--- src/rtl/elastic_context_fork_pkg.sv ---
// Shared types and the context wrap rule for the elastic context stages.
// The fork, mux and ALU stages all advance their context index with next_context.
package elastic_context_fork_pkg;

  localparam int unsigned DefaultContextSize = 16;
  localparam int unsigned DefaultNumOutputs  = 4;
  localparam int unsigned DefaultContextBits = $clog2(DefaultContextSize);

  typedef logic [DefaultContextBits-1:0] ContextIndex;

  typedef struct packed {
    logic [DefaultNumOutputs-1:0] output_mask;
  } ElasticForkConfig;

  // Wrap to 0 at the effective maximum, which is clamped to the memory depth.
  // Any index already beyond that maximum also returns to 0.
  function automatic int unsigned next_context(int unsigned idx, int unsigned max_id,
                                               int unsigned size);
    int unsigned max_eff;
    max_eff = (max_id > size - 1) ? size - 1 : max_id;
    return (idx >= max_eff) ? 0 : idx + 1;
  endfunction

endpackage

--- src/rtl/elastic_context_fork_if.sv ---
// Elastic valid/stop token bundle between a producer and NUM_OUTPUTS consumers.
interface elastic_context_fork_if #(
  parameter int unsigned DATA_WIDTH  = 32,
  parameter int unsigned NUM_OUTPUTS = 4
);

  logic [DATA_WIDTH-1:0]                  input_data;
  logic                                   valid_input;
  logic                                   stop_input;
  logic [NUM_OUTPUTS-1:0][DATA_WIDTH-1:0] output_data;
  logic [NUM_OUTPUTS-1:0]                 valid_output;
  logic [NUM_OUTPUTS-1:0]                 stop_output;

  modport master (
    output input_data,
    output valid_input,
    output stop_output,
    input  stop_input,
    input  output_data,
    input  valid_output
  );

  modport slave (
    input  input_data,
    input  valid_input,
    input  stop_output,
    output stop_input,
    output output_data,
    output valid_output
  );

endinterface

--- src/rtl/elastic_context_counter.sv ---
// Context index register: start_exec forces 0, otherwise advance wraps at the
// clamped maximum context.
module elastic_context_counter
  import elastic_context_fork_pkg::*;
#(
  parameter int unsigned CONTEXT_SIZE            = 16,
  parameter int unsigned CONTEXT_SIZE_BIT_LENGTH = $clog2(CONTEXT_SIZE)
) (
  input  logic                               clk,
  input  logic                               reset,
  input  logic                               start,
  input  logic                               advance,
  input  logic [CONTEXT_SIZE_BIT_LENGTH-1:0] max_id,
  output logic [CONTEXT_SIZE_BIT_LENGTH-1:0] index
);

  logic [CONTEXT_SIZE_BIT_LENGTH-1:0] index_q, index_d;

  always_comb begin
    index_d = index_q;
    if (start) begin
      index_d = '0;
    end else if (advance) begin
      index_d = CONTEXT_SIZE_BIT_LENGTH'(next_context(32'(index_q), 32'(max_id),
                                                      CONTEXT_SIZE));
    end
  end

  always_ff @(posedge clk or posedge reset) begin
    if (reset) begin
      index_q <= '0;
    end else begin
      index_q <= index_d;
    end
  end

  assign index = index_q;

endmodule

--- src/rtl/elastic_context_fork.sv ---
// Broadcasts one elastic token to the consumers selected by the per-context mask,
// in eager (per-output done bits) or lazy (all-or-nothing) fork mode.
module elastic_context_fork
  import elastic_context_fork_pkg::*;
#(
  parameter int unsigned DATA_WIDTH              = 32,
  parameter int unsigned NUM_OUTPUTS             = 4,
  parameter int unsigned CONTEXT_SIZE            = 16,
  parameter int unsigned CONTEXT_SIZE_BIT_LENGTH = $clog2(CONTEXT_SIZE),
  parameter int unsigned EAGER_MODE              = 1,
  parameter int unsigned DROP_COUNT_WIDTH        = 16
) (
  input  logic                               clk,
  input  logic                               reset,
  input  logic                               write_config_data,
  input  logic [CONTEXT_SIZE_BIT_LENGTH-1:0] config_index,
  input  logic [NUM_OUTPUTS-1:0]             config_output_mask,
  input  logic                               start_exec,
  input  logic [CONTEXT_SIZE_BIT_LENGTH-1:0] mapping_context_max_id,
  elastic_context_fork_if.slave              tok,
  output logic                               switch_context,
  output logic [CONTEXT_SIZE_BIT_LENGTH-1:0] context_id,
  output logic [DROP_COUNT_WIDTH-1:0]        drop_count
);

  logic [NUM_OUTPUTS-1:0]      cfg_q [CONTEXT_SIZE];
  logic [NUM_OUTPUTS-1:0]      mask;
  logic [NUM_OUTPUTS-1:0]      valid_out;
  logic                        complete;
  logic                        running_q;
  logic [DROP_COUNT_WIDTH-1:0] drop_q;
  logic [DATA_WIDTH-1:0]       token_data;

  // Writes beyond the memory depth are discarded.
  always_ff @(posedge clk or posedge reset) begin
    if (reset) begin
      for (int i = 0; i < CONTEXT_SIZE; i++) cfg_q[i] <= '0;
    end else if (write_config_data && (32'(config_index) < CONTEXT_SIZE)) begin
      cfg_q[config_index] <= config_output_mask;
    end
  end

  assign mask = cfg_q[context_id];

  if (EAGER_MODE != 0) begin : g_eager
    logic [NUM_OUTPUTS-1:0] done_q, done_d, xfer;

    always_comb begin
      valid_out = {NUM_OUTPUTS{running_q & tok.valid_input}} & mask & ~done_q;
      xfer      = valid_out & ~tok.stop_output;
      complete  = running_q & tok.valid_input & (&(~mask | done_q | xfer));
      done_d    = done_q | xfer;
      if (start_exec || complete) done_d = '0;
    end

    always_ff @(posedge clk or posedge reset) begin
      if (reset) begin
        done_q <= '0;
      end else begin
        done_q <= done_d;
      end
    end
  end else begin : g_lazy
    logic all_ready;

    assign all_ready = &(~mask | ~tok.stop_output);
    assign valid_out = {NUM_OUTPUTS{running_q & tok.valid_input & all_ready}} & mask;
    assign complete  = running_q & tok.valid_input & all_ready;
  end

  // A start_exec in the same cycle abandons the token, so it is not counted as dropped.
  always_ff @(posedge clk or posedge reset) begin
    if (reset) begin
      running_q <= 1'b0;
      drop_q    <= '0;
    end else begin
      if (start_exec) running_q <= 1'b1;
      if (complete && !start_exec && (mask == '0) && (drop_q != '1)) begin
        drop_q <= drop_q + DROP_COUNT_WIDTH'(1);
      end
    end
  end

  elastic_context_counter #(
    .CONTEXT_SIZE            (CONTEXT_SIZE),
    .CONTEXT_SIZE_BIT_LENGTH (CONTEXT_SIZE_BIT_LENGTH)
  ) u_counter (
    .clk     (clk),
    .reset   (reset),
    .start   (start_exec),
    .advance (complete),
    .max_id  (mapping_context_max_id),
    .index   (context_id)
  );

  assign token_data       = tok.input_data;
  assign tok.output_data  = {NUM_OUTPUTS{token_data}};
  assign tok.valid_output = valid_out;
  assign tok.stop_input   = ~running_q | (tok.valid_input & ~complete);
  assign switch_context   = complete;
  assign drop_count       = drop_q;

endmodule

--- src/flat_wrapper.sv ---
// flat-port wrapper written by rule: the top's interface ports become plain ports
module elastic_context_fork_flat import elastic_context_fork_pkg::*;
#(
  parameter int unsigned DATA_WIDTH              = 32,
  parameter int unsigned NUM_OUTPUTS             = 4,
  parameter int unsigned CONTEXT_SIZE            = 16,
  parameter int unsigned CONTEXT_SIZE_BIT_LENGTH = $clog2(CONTEXT_SIZE),
  parameter int unsigned EAGER_MODE              = 1,
  parameter int unsigned DROP_COUNT_WIDTH        = 16
)
  (clk, reset, write_config_data, config_index, config_output_mask, start_exec, mapping_context_max_id, switch_context, context_id, drop_count, tok_input_data, tok_valid_input, tok_stop_output, tok_stop_input, tok_output_data, tok_valid_output);
  elastic_context_fork_if #(.DATA_WIDTH(DATA_WIDTH), .NUM_OUTPUTS(NUM_OUTPUTS)) tok_i ();
  input  logic clk;
  input  logic reset;
  input  logic write_config_data;
  input  logic [CONTEXT_SIZE_BIT_LENGTH-1:0] config_index;
  input  logic [NUM_OUTPUTS-1:0] config_output_mask;
  input  logic start_exec;
  input  logic [CONTEXT_SIZE_BIT_LENGTH-1:0] mapping_context_max_id;
  output logic switch_context;
  output logic [CONTEXT_SIZE_BIT_LENGTH-1:0] context_id;
  output logic [DROP_COUNT_WIDTH-1:0] drop_count;
  input wire logic [$bits(tok_i.input_data)-1:0] tok_input_data;
  input wire logic [$bits(tok_i.valid_input)-1:0] tok_valid_input;
  input wire logic [$bits(tok_i.stop_output)-1:0] tok_stop_output;
  output wire logic [$bits(tok_i.stop_input)-1:0] tok_stop_input;
  output wire logic [$bits(tok_i.output_data)-1:0] tok_output_data;
  output wire logic [$bits(tok_i.valid_output)-1:0] tok_valid_output;
  assign tok_i.input_data = tok_input_data;
  assign tok_i.valid_input = tok_valid_input;
  assign tok_i.stop_output = tok_stop_output;
  assign tok_stop_input = tok_i.stop_input;
  assign tok_output_data = tok_i.output_data;
  assign tok_valid_output = tok_i.valid_output;
  elastic_context_fork #(.DATA_WIDTH(DATA_WIDTH), .NUM_OUTPUTS(NUM_OUTPUTS), .CONTEXT_SIZE(CONTEXT_SIZE), .CONTEXT_SIZE_BIT_LENGTH(CONTEXT_SIZE_BIT_LENGTH), .EAGER_MODE(EAGER_MODE), .DROP_COUNT_WIDTH(DROP_COUNT_WIDTH)) u_core (.clk(clk), .reset(reset), .write_config_data(write_config_data), .config_index(config_index), .config_output_mask(config_output_mask), .start_exec(start_exec), .mapping_context_max_id(mapping_context_max_id), .tok(tok_i), .switch_context(switch_context), .context_id(context_id), .drop_count(drop_count));
endmodule
--- config.mk ---
export PLATFORM = sky130hd
export DESIGN_NAME = elastic_context_fork_flat
export DESIGN_NICKNAME = d
export VERILOG_FILES = /design/src/rtl/elastic_context_fork_pkg.sv /design/src/rtl/elastic_context_fork_if.sv /design/src/rtl/elastic_context_counter.sv /design/src/rtl/elastic_context_fork.sv /design/src/flat_wrapper.sv
export SDC_FILE = /design/constraint.sdc
export NUM_CORES = 1
export LEC_CHECK = 0
export CAP_MARGIN = 10
export CORE_MARGIN = 1
export CORE_UTILIZATION = 41
export CTS_CLUSTER_SIZE = 8
export DETAILED_ROUTE_END_ITERATION = 10
export PLACE_DENSITY = 0.81
export RECOVER_POWER = 50
export SLEW_MARGIN = 20
export SYNTH_ARGS = -nofsm -noshare
export SYNTH_HDL_FRONTEND = slang
export SYNTH_SLANG_ARGS = --single-unit
--- constraint.sdc ---
create_clock -name clk -period 2.9 [get_ports clk]
set_clock_uncertainty 0.15 [all_clocks]
set_input_delay 0.58 -clock clk [delete_from_list [all_inputs] [get_ports clk]]
set_output_delay 0.58 -clock clk [all_outputs]
set_load 0.005 [all_outputs]
==> flow_summary.yaml, run 1 <==
power:
  p_per_area_nw_per_um2: 704
  ir_drop_v: 0.000372
  power.switching_mw: 1.07
  pwr-share-comb: 0.248
  p_leak_nw: 2.40
  seq_power_share: 0.413
  switching_share: 0.266
  clkPwrFrac: 0.339
  p_int_mw: 2.94
  p_total_mw: 4.00
routing:
  ant_nets: 0
  wl_met3_mm: 1.41
  met2_length_mm: 6.08
  routedWlPerCell_um: 20.0
  drt_iter0_drc: 165
  wirelength_mm: 12.0
  firstDrtPassIters: 4
  routed_via_density: 5.40
  met1_length_mm: 4.44
  drcViolationCount: 0
  routed.top_layer: "met4"
  vias: 3238
worst_setup_path:
  worstSetupStartpointType: "register"
  criticalPathCategory: "reg -> out"
  cp_data_arrival_time_ns: 2.39
  cp.required_ns: 2.17
  r2r_start: "u_core.u_counter.index[0]"
  critical_path.startpoint: "u_core.u_counter.index[0]"
  cp_max_fo: 7
  cp-end-kind: "output pin"
floorplan:
  io_pins: 207
  coreArea_um2: 12800
  start_util: 0.424
  die_area_um2: 13700
  die_h_um: 117
  die_w_um: 117
  num_rows: 41
clock_tree:
  path_clk_slew_ns: 0.07
  clk_path_buf_depth: 2
  clk_latency_ns: 0.34
  cts_sinks: 89
  cts_hold_buf: 0
  cts_root_buffer: "clkbuf_16"
  cts_tree: "done"
  cts-buffers-inserted: 9
  cts.htree.levels: 3
synth:
  syn-mean-instance-area_um2: 11.4
  synth_top_area_cell: "dfrtp_1"
  synth_area_leaders: "dfrtp_1 41%, buf_4 18%, mux2_2 14%"
  synth_nets: 534
  ys_types: 47
  synth_top_area_frac: 0.411
  synthArstFlopShare: 1.00
  yosysSeqAreaShare: 0.411
  synth_most_common_cell: "buf_4"
  synth_cells: 475
  synth-seq-cells: 89
  synth_common_cells: "128 x buf_4, 89 x dfrtp_1, 67 x mux2_2, 22 x nand3_1, 21 x nor2_1"
  synth_ff_type: "dfrtp_1"
  syn_area_um2: 5420
  yosys_warnings: 0
  synth-edff-count: 0
final_layout:
  num-fill-cells: 1139
  multi_input_area_um2: 2150
  final_core_util: 0.445
  register_area_um2: 2230
  area_growth_pct: 4.85
  fin_nets: 482
  diodes: 0
  final_layout_size_suffix_gt1_frac: 0.362
hold_path:
  min_from: "u_core.drop_count[10]"
  hold_path_class: "reg -> reg"
global_routing:
  grt_first_pass_wirelength_mm: 18.5
  grt_max_degree: 74
  grt_pass1_vias: 3393
  grtUsageTotal: 0.183
  grt-ovfl-total: 0
  antenna_found_initial: 0
timing:
  setup_viol: 3
  rsz0062_at_grt: "yes"
  hold_viol_final: 0
  relSlewSlack: 0.355
  finalMaxSlewViolations: 0
  finalCritPeriodShare: 1.07
  finalCriticalPeriod_ns: 3.12
  worstMarginPinSlew_ns: 0.967
  fmax_ghz: 0.321
  fin_ws_ns: -0.216
place:
  hpwl_mm: 8.88
  pre_cts_ws_ns: -0.289
  portBuffers: 46
  gp_congestion: 0.815
run_status:
  status: "finished, violations left"
  failed_checks: "negative setup slack"
job:
  cap_viol_max_count: 0
[power by group through the flow]
stage	combinational, mW	sequential (mW)	clock [mW]
after floorplan	0.760	1.61	0
after global placement	0.880	1.65	0
after detailed placement	0.920	1.66	0
after CTS	1.01	1.64	1.38
after global routing	1.08	1.68	1.44
final	0.994	1.65	1.35
[final cells by class]
type	count	area share
clock inverters	7	0.0218
repair buffers	78	0.124
flip-flops and latches	89	0.393
clock buffers	9	0.0396
multi-input cells	236	0.378
well taps	172	0.0379
inverters	9	0.00617
[metrics by stage]
step / setup TNS [ns] / cells / area, um2 / hold slack [ns]
5_1_grt: -0.626 / 600 / 5680 / 0.370
4_1_cts: -0.979 / 602 / 5710 / 0.345
6_report: -0.355 / 600 / 5680 / 0.336
2_1_floorplan: 0 / 475 / 5420 / 0.320
3_5_place_dp: -0.660 / 577 / 5260 / 0.335
3_3_place_gp: -0.496 / 577 / 5260 / 0.329
[registers in the layout, indices dropped and copies added, names as in the netlist]
name,cells
u_core.running_q,1
u_core.u_counter.index,4
u_core.drop_count,16
u_core.cfg_q,64
u_core.g_eager.done_q,4
[logic make-up (layout without fill, tap and decap cells)]
group,Yosys count,in the layout,synth area share
AO/OA/AOI/OAI,21,21,0.0307
XOR/XNOR,14,14,0.0226
adder cells (fa/ha/maj),6,6,0.0139
buffers and inverters,150,103,0.200
flip-flops,89,89,0.411
multiplexers,85,85,0.210
AND/OR/NAND/NOR,110,110,0.112
[layer usage]
metal | track usage | vias up
li1 | - | 1420
met1 | 0.206 | 1614
met2 | 0.312 | 186
met3 | 0.0855 | 18
met4 | 0.0506 | 0
met5 | 0 | -
[final timing paths]
kind | to | slack (ns) | cells past startpoint
worst min-delay path | u_core.drop_count[10] | 0.34 | 1
worst min register to register | u_core.drop_count[10] | 0.34 | 1
worst max-delay path | tok_stop_input | -0.22 | 8
max in group asynchronous | u_core.u_counter.index[0] | 0.46 | 3
worst max register to register | u_core.drop_count[1] | 0.10 | 9
min in group asynchronous | u_core.drop_count[3] | 0.65 | 2
[layout by cell type, fill, tap and decap left out, types with 2 or more instances in the layout]
| cell type | n |
|---|---|
| dfrtp_1 | 87 |
| mux2_2 | 67 |
| clkdlybuf4s50_1 | 38 |
| buf_4 | 27 |
| nor2_1 | 21 |
| nand3_1 | 21 |
| xnor2_1 | 14 |
| nand2b_1 | 13 |
| mux4_2 | 12 |
| nand2_1 | 11 |
| and3_1 | 9 |
| clkbuf_16 | 9 |
| inv_1 | 7 |
| ha_1 | 6 |
| o21a_1 | 5 |
| nor3_1 | 4 |
| nand4_1 | 4 |
| buf_2 | 4 |
| nand3b_1 | 3 |
| or3_1 | 3 |
| nor2b_1 | 3 |
| a22oi_2 | 3 |
| and3_4 | 3 |
| a21oi_1 | 3 |
| nor4_1 | 3 |
| bufinv_16 | 3 |
| mux2i_1 | 2 |
| mux4_1 | 2 |
| and2_1 | 2 |
| nand3_2 | 2 |
| a21o_1 | 2 |
| a31oi_1 | 2 |
| mux2_1 | 2 |
| inv_6 | 2 |
| dlygate4sd3_1 | 2 |
| clkbuf_2 | 2 |
| buf_6 | 2 |
| buf_12 | 2 |
| dfrtp_2 | 2 |
[critical path, cell delays in order, from the launching register on]
cell and delay [ns]:
dfrtp_2 0.44, buf_12 0.15, mux4_2 0.34, a22oi_2 0.07, and3_4 0.19, or3b_4 0.40
o2111a_4 0.18, o21ai_2 0.13, buf_2 0.13
[timing repair]
| item | 4_1_cts | 5_1_grt |
|---|---|---|
| setup endpoints to repair | 7 | 16 |
| buffers inserted | 8 | 1 |
| cloned | 1 | 0 |
| endpoints found under the hold margin | 0 | 0 |
| pin swaps | 11 | 13 |
| gates resized for setup | 32 | 17 |
Note: power is estimated with default switching activity, not from simulation.
==> run 2, diff against run 1 <==
--- a/config.mk
+++ b/config.mk
@@ -7,10 +7,11 @@
 export LEC_CHECK = 0
 export CAP_MARGIN = 10
 export CORE_MARGIN = 1
-export CORE_UTILIZATION = 41
+export CORE_UTILIZATION = 50
 export CTS_CLUSTER_SIZE = 8
 export DETAILED_ROUTE_END_ITERATION = 10
-export PLACE_DENSITY = 0.81
+export DONT_BUFFER_PORTS = 1
+export PLACE_DENSITY = 0.71
 export RECOVER_POWER = 50
 export SLEW_MARGIN = 20
 export SYNTH_ARGS = -nofsm -noshare
==> run 2 against run 1 <==
- die area decreased by 18%
- highest routed layer unchanged
- clock power decreased by 35%
- design area decreased by 11%
- global-route usage increased by 2.2 points
- core utilization increased by 4.1 points
- the run ends with max-capacitance violations, max-slew violations, negative setup slack left
- register-to-register slack about the same
- critical endpoint is now switch_context
- power decreased by 14%
- hold slack got worse by 0.21 ns
- via count decreased by 8.1%
- sequential cell count unchanged
- combinational power decreased by 8.6%
- largest power group unchanged
==> flow_summary.yaml, run 2 (synthesis results as in run 1) <==
run_status:
  status: "finished, violations left"
  failed_checks: "max-capacitance violations, max-slew violations, negative setup slack"
global_routing:
  grt_max_degree: 40
  grt-ovfl-total: 0
  antenna_found_initial: 0
  grtUsageTotal: 0.205
  grt_first_pass_wirelength_mm: 17.4
  grt_pass1_vias: 3210
worst_setup_path:
  criticalPathCategory: "reg -> out"
  critical_path.max_stage_delay_ns: 0.52
  cp.required_ns: 2.17
  cp_max_fo: 7
  cp_top_family: "multiplexers"
  cp-end-kind: "output pin"
  worstSetupStartpointType: "register"
  cpMaxStageDelayCell: "mux4_2"
  critical_path.cell_chain: "buf_6, mux4_2, a22oi_2, and3_4, or3b_1, o2111a_4, buf_12"
  crit_buf_inv: 2
  cp_data_arrival_time_ns: 2.36
clock_tree:
  cts_tree: "done"
  cts.htree.levels: 3
  clk_path_buf_depth: 2
  cts_sinks: 89
  cts-buffers-inserted: 9
  path_clk_slew_ns: 0.09
  clk_latency_ns: 0.36
  cts_hold_buf: 0
  cts_root_buffer: "clkbuf_8"
timing:
  fin_ws_ns: -0.189
  finalMaxSlewViolations: 38
  fmax_ghz: 0.324
  finalCritPeriodShare: 1.07
  relSlewSlack: -0.107
  whs_ns: 0.126
  finalCriticalPeriod_ns: 3.09
  hold_viol_final: 0
  setup_viol: 2
  worstMarginPinSlew_ns: 1.65
  rsz0062_at_grt: "yes"
floorplan:
  die_h_um: 106
  io_pins: 207
  start_util: 0.520
  die_area_um2: 11300
  die_w_um: 106
  coreArea_um2: 10400
  num_rows: 37
place:
  portBuffers: 0
  dpl.cell_count: 484
  place_area_um2: 4680
  pre_cts_ws_ns: -0.00197
  hpwl_mm: 7.83
  gp_congestion: 0.781
job:
  cap_viol_max_count: 1
power:
  p_per_area_nw_per_um2: 681
  p_leak_nw: 2.14
  ir_drop_v: 0.000325
routing:
  firstDrtPassIters: 4
  vias: 2976
  drcViolationCount: 0
  drt_iter0_drc: 157
  wirelength_mm: 11.0
  routedWlPerCell_um: 21.8
  ant_nets: 0
  routed_via_density: 5.89
final_layout:
  final_layout_size_suffix_gt1_frac: 0.355
  num-fill-cells: 913
  regMostFlops: "u_core.cfg_q"
  diodes: 0
  fin_nets: 424
  largest_reg_flops: 64
  finalNonFillerCells: 505
  most-common-layout-cells: "87 x dfrtp_1, 67 x mux2_2, 22 x nand3_1"
  stdcell_area_um2: 5050
  area_growth_pct: -6.70
  layout_commonest_cell: "dfrtp_1"
hold_path:
  hold_path_class: "in -> reg"
[run 2: changes by cell type in the layout (fill, tap and decap cells not counted), sizes merged]
| cell | delta |
|---|---|
| buf | -21 |
| bufbuf | +4 |
| bufinv | -2 |
| clkdlybuf4s50 | -38 |
| clkinv | +1 |
| clkinvlp | -1 |
| dlygate4sd3 | -2 |
[run 2: area by class of cell]
class / instances / area, um2 / area share
flip-flops and latches: 89 / 2230 / 0.441
multi-input cells: 236 / 2140 / 0.424
repair buffers: 20 / 277 / 0.0547
well taps: 136 / 170 / 0.0337
clock buffers: 10 / 138 / 0.0272
clock inverters: 5 / 63.8 / 0.0126
inverters: 9 / 35.0 / 0.00693
[run 2: routing by layer]
layer | global-route usage | up-vias | routed length (um)
met2 | 0.347 | 163 | 5470
met4 | 0.0536 | 0 | 129
li1 | - | 1296 | -
met3 | 0.0914 | 13 | 1070
met5 | 0 | - | 0
met1 | 0.236 | 1504 | 4320
[run 2: stage by stage]
stage,power [mW],TNS [ns],util
global route,3.61,-0.541,0.485
CTS,3.46,-0.417,0.486
global placement,2.38,0,0.450
finish,3.44,-0.356,0.485
detailed placement,2.43,-0.00197,0.450
floorplan,2.37,0,-
[run 2: worst paths after layout]
check	startpoint	end	slack [ns]	cells past startpoint
max in group asynchronous	reset	u_core.u_counter.index[1]	0.59	2
worst min register to register	u_core.cfg_q[54]	u_core.cfg_q[54]	0.36	1
worst max-delay path	u_core.u_counter.index[0]	switch_context	-0.19	7
worst max register to register	u_core.u_counter.index[0]	u_core.u_counter.index[3]	0.09	10
worst min-delay path	start_exec	u_core.u_counter.index[2]	0.13	1
min in group asynchronous	reset	u_core.drop_count[7]	0.34	1
[run 2: worst reg2reg max path: stages, from the launching register on]
cell and delay [ns]:
dfrtp_2 0.46, bufbuf_16 0.28, mux4_1 0.32, nand2_1 0.05, and3_4 0.15, or3b_1 0.36
o2111a_4 0.19, buf_4 0.15, bufbuf_16 0.27, nand2b_1 0.15, a31oi_1 0.19
[run 2: report_power, final]
| part | total, mW | internal [mW] | switching [mW] |
|---|---|---|---|
| logic | 0.909 | 0.560 | 0.349 |
| registers | 1.65 | 1.48 | 0.168 |
| clock network | 0.884 | 0.427 | 0.457 |
[run 2: what timing repair did]
action	CTS	global route
resized for setup	16	3
endpoints found under the setup margin	6	9
buffers inserted	2	0
pin swaps	5	2
cloned	4	0
